File: config.mk
export PLATFORM = sky130hd
export DESIGN_NAME = popcount_expander
export DESIGN_NICKNAME = d
export VERILOG_FILES = /design/src/rtl/popcount_expander_pkg.sv /design/src/rtl/popcount_expander_nibble_fill.sv /design/src/rtl/popcount_expander.sv
export SDC_FILE = /design/constraint.sdc
export NUM_CORES = 1
export LEC_CHECK = 0
export ABC_AREA = 1
export BUFFER_PORTS_ARGS = -buffer_cell sky130_fd_sc_hd__buf_2
export CAP_MARGIN = 40
export CORE_UTILIZATION = 48
export DETAILED_ROUTE_END_ITERATION = 8
export PLACE_DENSITY = 0.74
export SYNTH_ARGS = -nofsm -noshare
export SYNTH_HDL_FRONTEND = slang
export SYNTH_SLANG_ARGS = --single-unit
File: constraint.sdc
create_clock -name clk -period 1.3 [get_ports clk]
set_input_delay 0.26 -clock clk [delete_from_list [all_inputs] [get_ports clk]]
set_output_delay 0.26 -clock clk [all_outputs]
set_load 0.01 [all_outputs]
File: src/rtl/popcount_expander_pkg.sv
// Shared types and defaults for the popcount expander: state encoding,
// geometry constants and the clamp helper.
package popcount_expander_pkg;

  localparam int unsigned WIDTH = 32;
  localparam int unsigned NIB   = 4;
  localparam int unsigned CW    = 6;
  localparam int unsigned NIBS  = WIDTH / NIB;

  typedef enum logic [1:0] {
    IDLE = 2'd0,
    FILL = 2'd1,
    DONE = 2'd2
  } state_e;

  function automatic logic [CW-1:0] min_cw(input logic [CW-1:0] a,
                                           input logic [CW-1:0] b);
    return (a < b) ? a : b;
  endfunction

endpackage

File: src/rtl/popcount_expander_nibble_fill.sv
// Combinational nibble stage: thermometer of min(remaining, NIB) ones,
// lowest index first, plus the number of ones used.
module nibble_fill
  import popcount_expander_pkg::*;
#(
  parameter int unsigned NIB = popcount_expander_pkg::NIB,
  parameter int unsigned CW  = popcount_expander_pkg::CW
) (
  input  logic [CW-1:0]  remaining,
  output logic [0:NIB-1] nib,
  output logic [2:0]     used
);

  logic [CW-1:0] n;

  always_comb begin
    n    = (remaining < CW'(NIB)) ? remaining : CW'(NIB);
    used = n[2:0];
    nib  = '0;
    for (int unsigned i = 0; i < NIB; i++) begin
      nib[i] = (CW'(i) < n);
    end
  end

endmodule

File: src/rtl/popcount_expander.sv
// Builds a WIDTH-bit thermometer word holding in_count ones (clamped),
// one nibble per cycle with constant latency.
module popcount_expander
  import popcount_expander_pkg::*;
#(
  parameter int unsigned WIDTH = popcount_expander_pkg::WIDTH,
  parameter int unsigned NIB   = popcount_expander_pkg::NIB,
  parameter int unsigned CW    = popcount_expander_pkg::CW
) (
  input  logic             clk,
  input  logic             rst_n,
  input  logic             in_valid,
  input  logic [CW-1:0]    in_count,
  output logic             in_ready,
  output logic             out_valid,
  output logic [0:WIDTH-1] out_word,
  output logic             out_sat,
  input  logic             out_ready
);

  localparam int unsigned NCNT = WIDTH / NIB;
  localparam int unsigned IW   = (NCNT > 1) ? $clog2(NCNT) : 1;
  localparam int unsigned AW   = $clog2(WIDTH);

  state_e           state_q, state_d;
  logic [CW-1:0]    remaining_q, remaining_d;
  logic [IW-1:0]    nib_idx_q, nib_idx_d;
  logic [0:WIDTH-1] out_word_q, out_word_d;
  logic             out_sat_q, out_sat_d;

  logic [0:NIB-1]   nib;
  logic [2:0]       used;
  logic [AW-1:0]    base;

  nibble_fill #(
    .NIB (NIB),
    .CW  (CW)
  ) u_nibble_fill (
    .remaining (remaining_q),
    .nib       (nib),
    .used      (used)
  );

  always_ff @(posedge clk) begin
    if (!rst_n) begin
      state_q     <= IDLE;
      remaining_q <= '0;
      nib_idx_q   <= '0;
      out_word_q  <= '0;
      out_sat_q   <= 1'b0;
    end else begin
      state_q     <= state_d;
      remaining_q <= remaining_d;
      nib_idx_q   <= nib_idx_d;
      out_word_q  <= out_word_d;
      out_sat_q   <= out_sat_d;
    end
  end

  always_comb begin
    state_d     = state_q;
    remaining_d = remaining_q;
    nib_idx_d   = nib_idx_q;
    out_word_d  = out_word_q;
    out_sat_d   = out_sat_q;
    base        = AW'(nib_idx_q) * AW'(NIB);

    unique case (state_q)
      IDLE: begin
        if (in_valid) begin
          remaining_d = min_cw(in_count, CW'(WIDTH));
          out_sat_d   = (in_count > CW'(WIDTH));
          out_word_d  = '0;
          nib_idx_d   = '0;
          state_d     = FILL;
        end
      end
      FILL: begin
        // All nibbles are written even after remaining hits 0 so latency is fixed.
        out_word_d[base +: NIB] = nib;
        remaining_d             = remaining_q - CW'(used);
        nib_idx_d               = nib_idx_q + 1'b1;
        if (nib_idx_q == IW'(NCNT - 1)) begin
          state_d = DONE;
        end
      end
      DONE: begin
        if (out_ready) begin
          state_d = IDLE;
        end
      end
      default: state_d = IDLE;
    endcase
  end

  assign in_ready  = (state_q == IDLE);
  assign out_valid = (state_q == DONE);
  assign out_word  = out_word_q;
  assign out_sat   = out_sat_q;

endmodule
After elaboration in Yosys (flattened, before gate mapping):

Index checks and enable logic that the tools add are counted.

* bits in registers: 44
* logic and storage cells: 42

* $add $sub $neg: 3
* order comparisons: 7
* equality and inequality tests: 6
* shift operators: 2
* muxes and demuxes: 13
* bitwise gates (word level): 1
* reduce and logical (&&, ||, !) cells: 5

Operator list (count)
* 32-bit one-hot mux with 2 select lines: 1
* 33-bit by 7-bit variable shift with 32-bit output, first input constant: 1
* 33-bit by 7-bit variable part select with 32-bit output: 1
* 32-bit bitwise mux: 1
* 32-bit two-way mux: 1
* 6-bit two-way mux: 3
* 1-bit by 6-bit < comparator with 1-bit output, first input constant: 2
* 2-bit by 6-bit < comparator with 1-bit output, first input constant: 2
* 6-bit one-hot mux with 2 select lines: 1
* 6-bit negator with 7-bit output: 1
* 6-bit greater-than comparator, second input constant: 1
* 6-bit by 3-bit < comparator with 1-bit output, second input constant: 1
* 6-bit < comparator, second input constant: 1
* 2-bit two-way mux: 3
* 5-bit inverter with 6-bit output: 1
* 2-bit one-hot mux with 3 select lines: 1
* 3-bit one-hot mux with 2 select lines: 1
* 6-bit by 3-bit subtractor with 6-bit output: 1
* 2-bit != test, second input constant: 2
* 2-bit AND reduction: 2
* 3-bit by 1-bit adder with 3-bit output, second input constant: 1
* 3-bit == test, second input constant: 1
* 3-bit two-way mux: 1
* 3-bit AND reduction: 1
* other kinds (5): 5

Logic depth before layout (Yosys ltp):

Gate-level depths: netlist of run 1.

* depth after elaboration: 6
* mapped depth: 11
* depth with buffers taken out: 11

By module:

From an unflattened synthesis of run 1, not the netlist that was laid out.

* cell total of the unflattened synthesis: 301
* area total of the unflattened synthesis: 2163.3 um^2

Modules (own cells, without submodules)
* popcount_expander: instances 1, cells each 289, area an instance 2105.8 um^2
* nibble_fill: instances 1, cells each 12, area an instance 57.6 um^2

Worst setup path before layout of run 1:

Ideal clock, no wire load.

* path kind: register -> register
* from: reg nib_idx_q[1]
* to: reg out_word_q, in the netlist out_word[20]
* setup time: 70 ps
* data arrival time: 1254 ps
* data required time: 1230 ps
* setup slack: -24 ps
* cell stages (with the launch flop): 8
* clock period less this slack: 1324 ps
* cell sequence: dfxtp_1 > clkinv_1 > ha_1 > inv_1 > nor2_4 > nor2_4 > nand2_1 > a21oi_1

* word-level cells in the longest chain between the ends: 5
* elaborated cells between the ends (all ways): 6
* classes of those cells: 1 x add/sub; 2 x shift; 2 x mux; 1 x bitwise

RTL lines
* start: declaration: line popcount_expander.sv:27 `logic [IW-1:0] nib_idx_q, nib_idx_d;`
* start signal: assignment: line popcount_expander.sv:54 `nib_idx_q <= nib_idx_d;`
* 5-bit inverter with 6-bit output (implied by the code) *: line popcount_expander.sv:80 `out_word_d[base +: NIB] = nib;`
* 6-bit negator with 7-bit output *: line popcount_expander.sv:80
* 33-bit by 7-bit variable part select with 32-bit output or 33-bit by 7-bit variable shift with 32-bit output (tied branches): line popcount_expander.sv:80
* 32-bit bitwise mux *: line popcount_expander.sv:80
* 32-bit one-hot mux with 2 select lines *: line popcount_expander.sv:68 `unique case (state_q)`
* end signal: assignment: line popcount_expander.sv:55 `out_word_q <= out_word_d;`
* end: declaration: line popcount_expander.sv:28 `logic [0:WIDTH-1] out_word_q, out_word_d;`

Every way passes the cells marked *; elsewhere a longest branch is shown, timed or not.
A chain may end at the register's enable or synchronous reset.

Worst setup path in the final report of run 1:

* from: reg remaining_q[4]
* to: reg remaining_q[4]

* word-level cells in the longest chain between the ends: 4

RTL lines
* start: declaration: line popcount_expander.sv:26 `logic [CW-1:0] remaining_q, remaining_d;`
* start signal: assignment: line popcount_expander.sv:53 `remaining_q <= remaining_d;`
* 6-bit by 3-bit < comparator with 1-bit output: line popcount_expander_nibble_fill.sv:17 `n = (remaining < CW'(NIB)) ? remaining : CW'(NIB);`
* 6-bit two-way mux: line popcount_expander_nibble_fill.sv:17
* 6-bit by 3-bit subtractor with 6-bit output *: line popcount_expander.sv:81 `remaining_d = remaining_q - CW'(used);`
* 6-bit one-hot mux with 2 select lines *: line popcount_expander.sv:68

Marks and branches as above.

==> results.ini, run 1 <==
[critical_path]
required_ns=1.49
end_kind=flop
crit_arrival_ns=1.50
path_class=reg2reg
cp_max_fo=5
startpoint_type=flop

[power_and_ir_drop]
leakage_nw=1.221
ir_worst_vdd_v=0.0009041
p_total_mw=3.204
power_density_nw_per_um2=1094

[grt]
grtUsageTotal=0.2376
overflow=0
antenna_found_initial=0
first_global_vias=1857
grt_start_max_net_pins=23
grt_pass1_wl_um=8073

[routing]
drc=0
postRouteAntennaNets=0
dr.first_iter.drc_count=118
drt_wl_total_um=5388
vias=2066
via_per_inst=5.178
wl_per_cell_um=13.50
drt-pass1-iter-count=4

[clock_tree]
cts_root_buffer=clkbuf_8
cts_made_buffers=5
clk_latency_ns=0.30
cts_tree=done
ctsHoldBuffers=0
clockBufferDepth=2
clock_sinks=44
clk_transition_reported_paths_ns=0.08
htree_levels=2

[synth]
synth_top_area_cell=dfxtp_1
syn-cell-area_um2=2112
yosysSeqAreaShare=0.4171
syn_nets=287
yosys-top-cells-area=dfxtp_1, nand2_1, a21oi_1, nor2_4, ha_1
ys_types=30
async_flop_share=0
synth-warning-count=0
yosys_most_used_dff=dfxtp_1
synth_top_area_share=0.4171
syn-instance-count=270
yosys_register_bits=44
synth_edf_count=0
synth.avg_cell_area_um2=7.822

[floorplan]
die_x_um=68.33
rows=23
start_util=0.5132
dieArea_um2=4669
io_pins=45
coreArea_um2=4115
dieHeight_um=68.33

[placement]
place_area_um2=2614
placed_cells=389
preCtsSetupSlack_ns=-0.1128
portBuffers=44
gp_congestion=0.8135
hpwl_um=3642

[finish]
synthToLayoutAreaGrowth_pct=38.68
layoutNonFillerInstCount=399
nNetsFinal=365
diodes=0
layout_common_cells=nand2_1, buf_2, dfxtp_1
final_common_cell=nand2_1
final_area_um2=2929
num-fill-cells=323
fin_util=0.7118
drive_gt1_frac=0.4642

[sta]
rsz0062_at_grt=true
skew_ns=0.008230
setup_viol=1
period_share=1.011
drv_slew=0
hold_viol=0
timing.fmax_ghz=0.7612
fin_ws_ns=-0.01370
period_minus_slack_ns=1.314

[outcome]
failed_checks=setup timing
outcome=finished with violations

[run]
maxCapViolations=0

[min_path]
hold_class=in2reg

-- path summary, 6_finish.rpt --
check	start	cells past startpoint	end	slack (ns)
setup / recovery	remaining_q[4]	11	remaining_q[4]	-0.01
hold / removal	out_ready	4	state_q[1]	0.22
setup reg to reg	remaining_q[4]	11	remaining_q[4]	-0.01
hold reg to reg	out_word[11]	2	out_word[11]	0.46
-- state kept, by name, summed over array words and instances, names as in the netlist --
register,flops
out_word,32
remaining_q,6
nib_idx_q,3
state_q,2
out_sat,1
-- metrics by stage --
stage / hold WS (ns) / setup TNS, ns
after global placement: 0.4462 / -0.1488
after floorplan: 0.3663 / 0
after detailed placement: 0.4497 / -1.217
after global routing: 0.2225 / -0.1883
final: 0.2207 / -0.01370
after CTS: 0.2216 / 0
-- area by class of cell --
type,count,area [µm²],share of cell area
clock inverters,2,35.03,0.01196
flip-flops and latches,44,895.9,0.3059
repair buffers,79,511.7,0.1747
clock buffers,6,72.57,0.02478
inverters,26,110.1,0.03759
multi-input cells,192,1241,0.4238
well taps,50,62.56,0.02136
-- Yosys cell counts (2+ instances only) --
library cell  count
nand4_1          11
inv_1            20
nor3_2            2
clkbuf_1          5
dfxtp_1          44
ha_1              7
inv_2             3
nor2_2            4
nor2_4           12
a21oi_1          44
nand3_1          16
nor2_1            7
nand2_1          64
nand2_4           5
o21ai_0           4
nor3_1            8
-- worst max-delay path, cell delays in order (launching register included) --
cell,delay [ns]
dfxtp_2,0.34
nor2_4,0.14
nand2_4,0.10
nand2_4,0.08
ha_4,0.13
inv_2,0.04
nand2_2,0.08
nand2_4,0.06
nand2_1,0.05
nand2_1,0.05
nand2_1,0.07
a21oi_2,0.05
-- kinds of logic (layout without fill, tap and decap cells) --
logic type / after synthesis / in the layout / share of synthesized area
adders and majority gates: 7 / 7 / 0.04147
DFF: 44 / 44 / 0.4171
other: 1 / 1 / 0.001776
AOI/OAI and AO/OA: 53 / 53 / 0.1303
and+or+nand+nor: 131 / 131 / 0.3335
buffers and inverters: 34 / 113 / 0.07583
-- report_power, final --
part / total, mW / internal (mW) / switching (mW)
Clock: 1.04 / 0.571 / 0.469
Sequential: 1.42 / 1.38 / 0.0334
Combinational: 0.749 / 0.301 / 0.448
-- metal layers --
metal | share of wire | wire length [µm] | up-vias | GRT usage
met5 | 0 | 0 | - | 0
met4 | 0.020 | 108 | 0 | 0.1198
met3 | 0.038 | 203 | 10 | 0.05167
met2 | 0.50 | 2678 | 52 | 0.4020
met1 | 0.44 | 2397 | 950 | 0.2797
li1 | - | - | 1054 | -
-- timing repair --
action | CTS | global route
setup buffers | 1 | 1
gates cloned | 0 | 0
pin swaps | 7 | 14
gates resized for setup | 25 | 39
endpoints found under the setup margin | 36 | 35
(Power assumes the default switching activity.)
==> run 2, diff against run 1 <==
CORE_UTILIZATION = 54   (was 48)
PLACE_DENSITY = 0.79   (was 0.74)
clock period = 1.4 ns   (was 1.3 ns; I/O delays follow)
==> results.ini, run 2 (synthesis gave the netlist of run 1 again) <==
[clock_tree]
cts_root_buffer=clkbuf_8
htree_levels=2  ; unchanged
cts_made_buffers=5  ; unchanged
clock_sinks=44  ; unchanged
clk_latency_ns=0.31  ; about the same
clockBufferDepth=2  ; unchanged
clk_transition_reported_paths_ns=0.08  ; about the same
cts_tree=done
ctsHoldBuffers=0  ; unchanged

[routing]
postRouteAntennaNets=0  ; unchanged
wl_per_cell_um=12.58  ; -6.9%
drt_wl_total_um=4741  ; -12%
via_per_inst=5.199  ; +0.41%
dr.first_iter.drc_count=174  ; +47%
drc=0  ; unchanged
drt-pass1-iter-count=4  ; unchanged
vias=1960  ; -5.1%

[sta]
fin_tns_setup_ns=0  ; +0.01370 ns
setup_viol=0  ; -1
fin_ws_ns=0.06119  ; +0.07489 ns
skew_ns=0.01012  ; +0.001890 ns
holdWs_ns=0.2133  ; -0.007443 ns
rsz0062_at_grt=true
period_minus_slack_ns=1.339  ; +0.02511 ns
timing.fmax_ghz=0.7469  ; -1.9%
hold_viol=0  ; unchanged
drv_slew=0  ; unchanged
period_share=0.9563  ; -0.05425

[power_and_ir_drop]
power.internal_mw=2.008  ; -11%
p_seq_frac=0.466  ; +0.024
ir_worst_vdd_v=0.0009778  ; +8.1%
comb_power_share=0.192  ; -0.042
p_clk_frac=0.343  ; +0.019
leakage_nw=1.105  ; -9.5%
swShare=0.2872  ; -0.009231
p_switching_uw=809.4  ; -15%
p_total_mw=2.818  ; -12%
power_density_nw_per_um2=1061  ; -3.0%

[floorplan]
start_util=0.5684  ; +0.05512
dieArea_um2=4165  ; -11%
die_x_um=64.54  ; -5.5%
dieHeight_um=64.54  ; -5.5%
coreArea_um2=3716  ; -9.7%
io_pins=45  ; unchanged
rows=22  ; -4.3%

[finish]
drive_gt1_frac=0.3435  ; -0.1207
nNetsFinal=345  ; -5.5%
final_common_cell=nand2_1
multi_input_area_um2=1115  ; -10%
final_area_um2=2656  ; -9.3%
num-fill-cells=310  ; -4.0%
diodes=0  ; unchanged
register_area_um2=898.4  ; +0.28%
fin_util=0.7148  ; +0.003049
largest_reg_flops=32  ; unchanged
layout_common_cells=nand2_1, a21oi_1, buf_2
layoutNonFillerInstCount=377  ; -5.5%
synthToLayoutAreaGrowth_pct=25.77

[critical_path]
cpPeakStageDelay_ns=0.34  ; about the same
startpoint_type=flop
path_class=reg2reg
crit_buf_inv=0  ; -1
cp_cell_sequence=nor2_2 > nand2_4 > nor2_4 > nand2_1 > nand4_1 > a21oi_1
cp_max_fo=8  ; +3
crit_path_top_delay_cell=dfxtp_2
required_ns=1.60  ; +0.11 ns
crit_arrival_ns=1.54  ; +0.04 ns
end_kind=flop
cp_top_family=simple AND/OR/NAND/NOR gates

[placement]
portBuffers=44  ; unchanged
gp_congestion=0.8703  ; +7.0%
preCtsSetupSlack_ns=0.02975  ; +0.1426 ns
place_area_um2=2472  ; -5.4%
placed_cells=367  ; -5.7%
hpwl_um=3307  ; -9.2%

[grt]
grt_start_max_net_pins=41  ; +78%
grtUsageTotal=0.2402  ; +0.002532
first_global_vias=1756  ; -5.4%
overflow=0  ; unchanged
grt_pass1_wl_um=7665  ; -5.1%
antenna_found_initial=0  ; unchanged

[outcome]
outcome=completed

[run]
maxCapViolations=0  ; unchanged

[min_path]
hold_class=in2reg

[run 2: cell type report]
cell class,count,area share
clock inverters,2,0.01319
multi-input cells,192,0.4197
flip-flops and latches,44,0.3382
repair buffers,59,0.1394
clock buffers,6,0.02732
well taps,48,0.02261
inverters,26,0.03957
[run 2: worst paths after layout]
check,end,slack [ns],from,cells past startpoint
worst max-delay path,out_word[8],0.06,remaining_q[2],6
worst min-delay path,state_q[1],0.21,out_ready,4
worst min register to register,out_word[23],0.46,out_word[23],2
worst max register to register,out_word[8],0.06,remaining_q[2],6
[run 2: power by group through the flow]
stage          registers, mW  clock network [mW]  logic [mW]
6_report                1.31               0.965       0.541
5_1_grt                 1.32                1.03       0.591
4_1_cts                 1.31               0.964       0.499
3_5_place_dp            1.34                   0       0.496
3_3_place_gp            1.34                   0       0.488
2_1_floorplan           1.34                   0       0.336
[run 2: routing by layer]
metal  wire length, µm  global-route usage  vias up
li1                  -                   -     1008
met1              2166              0.2990      881
met2              2229              0.3908       64
met3               276             0.06866        7
met4                69             0.09167        0
met5                 0                   0        -
[run 2: timing repair]
action | 4_1_cts | 5_1_grt
resized for setup | 0 | 25
setup endpoints to repair | 0 | 34
buffers inserted | 0 | 2
endpoints found under the hold margin | 0 | 0
[run 2: worst min-delay path: stages]
cell	delay (ns)
buf_2	0.07
inv_1	0.03
nand2_1	0.05
a21oi_1	0.05
